`config.mk`:
```
export PLATFORM = sky130hd
export DESIGN_NAME = count_capture_fifo
export DESIGN_NICKNAME = d
export VERILOG_FILES = /design/src/rtl/count_capture_fifo.sv
export SDC_FILE = /design/constraint.sdc
export NUM_CORES = 1
export LEC_CHECK = 0
export CAP_MARGIN = 20
export CORE_AREA = 10 10 75 77
export CTS_BUF_LIST = sky130_fd_sc_hd__clkbuf_8 sky130_fd_sc_hd__clkbuf_16
export DETAILED_ROUTE_END_ITERATION = 8
export DIE_AREA = 0 0 85 87
export HOLD_SLACK_MARGIN = 0.06
export PLACE_DENSITY = 0.74
export REMOVE_ABC_BUFFERS = 1
export SYNTH_ARGS = -nofsm -noshare
export SYNTH_HDL_FRONTEND = slang
export SYNTH_SLANG_ARGS = --single-unit
```
`constraint.sdc`:
```
create_clock -name clock -period 4.1 [get_ports clock]
set_input_delay 0.615 -clock clock [delete_from_list [all_inputs] [get_ports clock]]
set_output_delay 0.615 -clock clock [all_outputs]
set_load 0.02 [all_outputs]
```
`src/rtl/count_capture_fifo.sv`:
```
// rtl/count_capture_fifo.sv - snapshot FIFO for a free-running counter with wrap tagging
//
// Purpose:
//   Captures count_in on request and stores it in a small FIFO.
//   Each stored entry is {wrap_flag, count}. wrap_flag is set when the
//   upstream counter has wrapped (all-ones -> 0) since the previous
//   accepted capture, or when it wraps in the capture cycle itself.
//   Captures that arrive while the FIFO is full and not popping are rejected.
//   They are counted in a saturating 8-bit counter.
//
// Ports:
//   clock      - single clock, rising edge
//   reset      - asynchronous active-low reset
//   count_in   - running count from the upstream counter (CW bits)
//   capture    - snapshot request, sampled every cycle
//   out_ready  - downstream consumer ready
//   out_valid  - out_data holds the FIFO head entry
//   out_data   - head entry {wrap_flag, count}; reads 0 when empty
//   level      - number of stored entries
//   full       - level == DEPTH
//   empty      - level == 0
//   dropped    - saturating count of rejected captures

module count_capture_fifo #(
    parameter int CW    = 6,
    parameter int DEPTH = 4
) (
    input  logic                     clock,
    input  logic                     reset,
    input  logic [CW-1:0]            count_in,
    input  logic                     capture,
    input  logic                     out_ready,
    output logic                     out_valid,
    output logic [CW:0]              out_data,
    output logic [$clog2(DEPTH):0]   level,
    output logic                     full,
    output logic                     empty,
    output logic [7:0]               dropped
);

    localparam int PW = $clog2(DEPTH);
    localparam int LW = PW + 1;

    logic [CW:0]   mem_q [DEPTH];
    logic [PW-1:0] wr_ptr_q, wr_ptr_d;
    logic [PW-1:0] rd_ptr_q, rd_ptr_d;
    logic [LW-1:0] level_q, level_d;
    logic [7:0]    dropped_q, dropped_d;
    logic [CW-1:0] prev_count_q;
    logic          wrap_sticky_q, wrap_sticky_d;

    logic          full_w;
    logic          empty_w;
    logic          wrap_now;
    logic          pop;
    logic          push;
    logic          reject;
    logic [CW:0]   push_entry;

    // Status is derived purely from registered level, so it always
    // reflects the state after the most recent edge (or reset).
    assign full_w  = (level_q == LW'(DEPTH));
    assign empty_w = (level_q == '0);

    assign wrap_now   = (prev_count_q == {CW{1'b1}}) && (count_in == '0);
    assign pop        = !empty_w && out_ready;
    // A full FIFO can still take a push when the head leaves in the same cycle.
    assign push       = capture && (!full_w || pop);
    assign reject     = capture && full_w && !pop;
    assign push_entry = {wrap_sticky_q | wrap_now, count_in};

    always_comb begin
        wr_ptr_d      = wr_ptr_q;
        rd_ptr_d      = rd_ptr_q;
        level_d       = level_q;
        dropped_d     = dropped_q;
        wrap_sticky_d = wrap_sticky_q;

        if (push) begin
            wr_ptr_d = wr_ptr_q + 1'b1;
        end
        if (pop) begin
            rd_ptr_d = rd_ptr_q + 1'b1;
        end

        case ({push, pop})
            2'b10:   level_d = level_q + 1'b1;
            2'b01:   level_d = level_q - 1'b1;
            default: level_d = level_q;
        endcase

        if (reject && (dropped_q != 8'hFF)) begin
            dropped_d = dropped_q + 8'd1;
        end

        // An accepted push consumes the pending flag, including a wrap
        // seen in that same cycle, because the flag is carried in the entry.
        if (push) begin
            wrap_sticky_d = 1'b0;
        end else if (wrap_now) begin
            wrap_sticky_d = 1'b1;
        end
    end

    always_ff @(posedge clock or negedge reset) begin
        if (!reset) begin
            wr_ptr_q      <= '0;
            rd_ptr_q      <= '0;
            level_q       <= '0;
            dropped_q     <= '0;
            prev_count_q  <= '0;
            wrap_sticky_q <= 1'b0;
        end else begin
            wr_ptr_q      <= wr_ptr_d;
            rd_ptr_q      <= rd_ptr_d;
            level_q       <= level_d;
            dropped_q     <= dropped_d;
            prev_count_q  <= count_in;
            wrap_sticky_q <= wrap_sticky_d;
        end
    end

    // Storage needs no reset: out_data is masked while empty, and
    // resetting the pointers makes every stored entry unreachable.
    always_ff @(posedge clock) begin
        if (push) begin
            mem_q[wr_ptr_q] <= push_entry;
        end
    end

    assign out_valid = !empty_w;
    assign out_data  = empty_w ? '0 : mem_q[rd_ptr_q];
    assign level     = level_q;
    assign full      = full_w;
    assign empty     = empty_w;
    assign dropped   = dropped_q;

endmodule

```
==> results.json <==
{
  "cts_buffers": 5,
  "cp_max_fo": 9,
  "synth_warnings": 0,
  "cts_buffer_depth": 2,
  "cts_tree": "built",
  "finalHoldViolCount": 0,
  "synth_seq_cells": 50,
  "slowest_stage": "dfrtp_1",
  "cts.reportedPaths.clkPinSlew_ns": 0.08,
  "die_y_um": 87,
  "drt-pass1-iter-count": 4,
  "grt_max_degree": 23,
  "r2r_slack_ns": 1.81,
  "cts_root_buf": "clkbuf_8",
  "ys_types": 41,
  "crit_buf_inv": 1,
  "io_pins": 31,
  "clkLatencyLatePin_ns": 0.30,
  "min_path_type": "reg2reg",
  "critPathMaxStageDelay_ns": 0.68,
  "rsz0062_at_grt": "false",
  "irDropWorstVdd_mv": 0.3038,
  "ff2ff_path_depth": 6,
  "finalCriticalPeriod_ns": 2.869,
  "p_leak_nw": 0.9869,
  "wl_per_cell_um": 17.93,
  "fin_setup_tns_ns": 0,
  "multi_input_area_um2": 750.7,
  "postLayoutCellArea_um2": 2638,
  "holdPathStages": 1,
  "post-route-drc-count": 0,
  "grt_first_pass_wirelength_um": 6831,
  "status": "complete, no violations",
  "crit_path_end_kind": "output port",
  "reg2reg_from": "level[1]",
  "postCtsHoldBufs": 0,
  "avgSynthCellArea_um2": 14.89,
  "crit_path_start_kind": "flip-flop",
  "num-fill-cells": 321,
  "final_nets": 197,
  "antenna_found_initial": 0,
  "r2r_end": "level[1]",
  "num_vias": 1260,
  "coreArea_um2": 4234,
  "drtAntennaViolNets": 0,
  "fmax_mhz": 348.6,
  "cts_sinks": 50,
  "syn_inst": 147,
  "drt_iter0_drc": 79,
  "critPathKind": "reg2out",
  "gp_congestion": 0.7782,
  "dpl.hpwl_um": 3015,
  "dpl_cell_area_um2": 2534,
  "syn_area_um2": 2188,
  "grt-ovfl-total": 0,
  "grt_pass1_vias": 1348,
  "p_per_area_nw_per_um2": 645.2,
  "cts_resized": 0,
  "fp-row-count": 24,
  "regArea_um2": 1391,
  "worstMarginPinSlew_ns": 0.5251,
  "crit_chain": "mux4_2 > and2_1 > clkdlybuf4s50_1",
  "syn_to_final_growth_pct": 20.53,
  "track_usage_pct": 11.76,
  "die_area_um2": 7395,
  "skew_ns": 0.007510,
  "post_cts_buffers": 0,
  "async_flop_share_pct": 44.00,
  "slew_headroom_pct": 64.99,
  "routed_via_density": 5.408,
  "cp.required_ns": 3.48,
  "yosysSeqAreaShare_pct": 63.58,
  "synth-main-ff-cell": "edfxtp_1",
  "crit_family": "flip-flops",
  "final_layout_size_suffix_gt1_share_pct": 11.05,
  "maxCapViolations": 0,
  "fp.dieW_um": 85,
  "synth_edf_count": 28,
  "drv_slew": 0,
  "hold_path.startpoint": "dropped[7]",
  "finalCritPeriodShare_pct": 69.97,
  "hold_path_end": "dropped[7]",
  "drt-total-wl_um": 4177,
  "setup_violations": 0,
  "initial_utilization_pct": 51.68,
  "antennaDiodeCount": 0,
  "h-tree-depth": 2,
  "worstPathArrival_ns": 2.25,
  "numPortBuffers": 30
}
[worst max-delay path by stage]
stage | startpoint | to | depth (start not counted)
finish | rd_ptr_q[0] | out_data[3] | 3
global route | rd_ptr_q[0] | out_data[3] | 3
CTS | rd_ptr_q[0] | out_data[4] | 3
detailed placement | out_ready | level[2] | 8
global placement | out_ready | level[2] | 8
floorplan | level[1] | level[1] | 6
[stage by stage]
step | worst slack (ns) | hold slack [ns] | util (%) | cells | power (mW)
CTS | 1.196 | 0.4983 | 61.64 | 232 | 1.722
finish | 1.231 | 0.4992 | 62.29 | 233 | 1.702
global route | 1.119 | 0.5248 | 62.29 | 233 | 1.804
detailed placement | 1.405 | 0.4833 | 59.84 | 225 | 1.465
global placement | 1.515 | 0.4847 | 59.84 | 225 | 1.425
floorplan | 1.987 | 0.3194 | - | 143 | 1.155
[placed cells by master (no fill, tap or decap), types with 2 or more instances in the layout]
master,synthesis,final
ha_1,5,5
xor2_1,3,3
a21oi_1,4,4
nand4_1,5,5
inv_1,7,8
o21ai_0,4,4
nand2_1,7,7
nor2b_1,4,4
nor2_1,6,6
and2_1,12,12
dfrtp_1,22,22
clkbuf_8,0,5
xnor2_1,5,5
mux2_1,2,2
edfxtp_1,28,28
clkdlybuf4s50_1,0,30
mux4_2,7,7
[layout make-up]
class	count	share of cell area, %
clock inverter	2	0.2846
timing repair buffer	31	12.43
tap	52	2.467
clock buffer	5	2.609
sequential	50	52.75
multi-input combinational	86	28.46
inverter	7	0.9962
[state kept, by name, indices dropped and copies added, names as in the netlist]
name and flops:
mem_q 28, dropped 8, prev_count_q 6, level 3, rd_ptr_q 2, wr_ptr_q 2
wrap_sticky_q 1
[per-layer routing]
metal / global-route usage, % / routed length (µm) / up-vias
met4: 4.491 / 61 / 0
met3: 5.150 / 295 / 7
met1: 13.40 / 1677 / 623
met2: 19.07 / 2143 / 30
met5: 0 / 0 / -
li1: - / - / 600
[logic make-up (layout without fill, tap and decap cells)]
kind of cell	after synthesis	after routing	synth area share (%)
flops	50	50	63.58
fa+ha+maj	6	6	3.774
compound gates	15	15	4.747
mux	10	10	8.919
xor+xnor	8	8	3.202
buf+inv	11	45	2.115
simple gates	47	47	13.67
[cells in the mapped netlist (all sizes together), types with 5 or more instances]
cell type  count  area (µm²)
nor2           6       22.52
edfxtp        28       840.8
nand2          7       26.28
ha             5       62.56
mux4           7       157.7
nand4          5       31.28
xnor2          5       43.79
dfrtp         22       550.5
inv            7       26.28
and2          12       75.07
[where the power goes]
group	internal, mW	leakage [nW]	total, mW	switching [mW]
sequential	0.645	0.529	0.760	0.116
combinational	0.356	0.415	0.684	0.328
clock	0.113	0.0428	0.257	0.145
total	1.11	0.987	1.70	0.588
(Power assumes the default switching activity.)
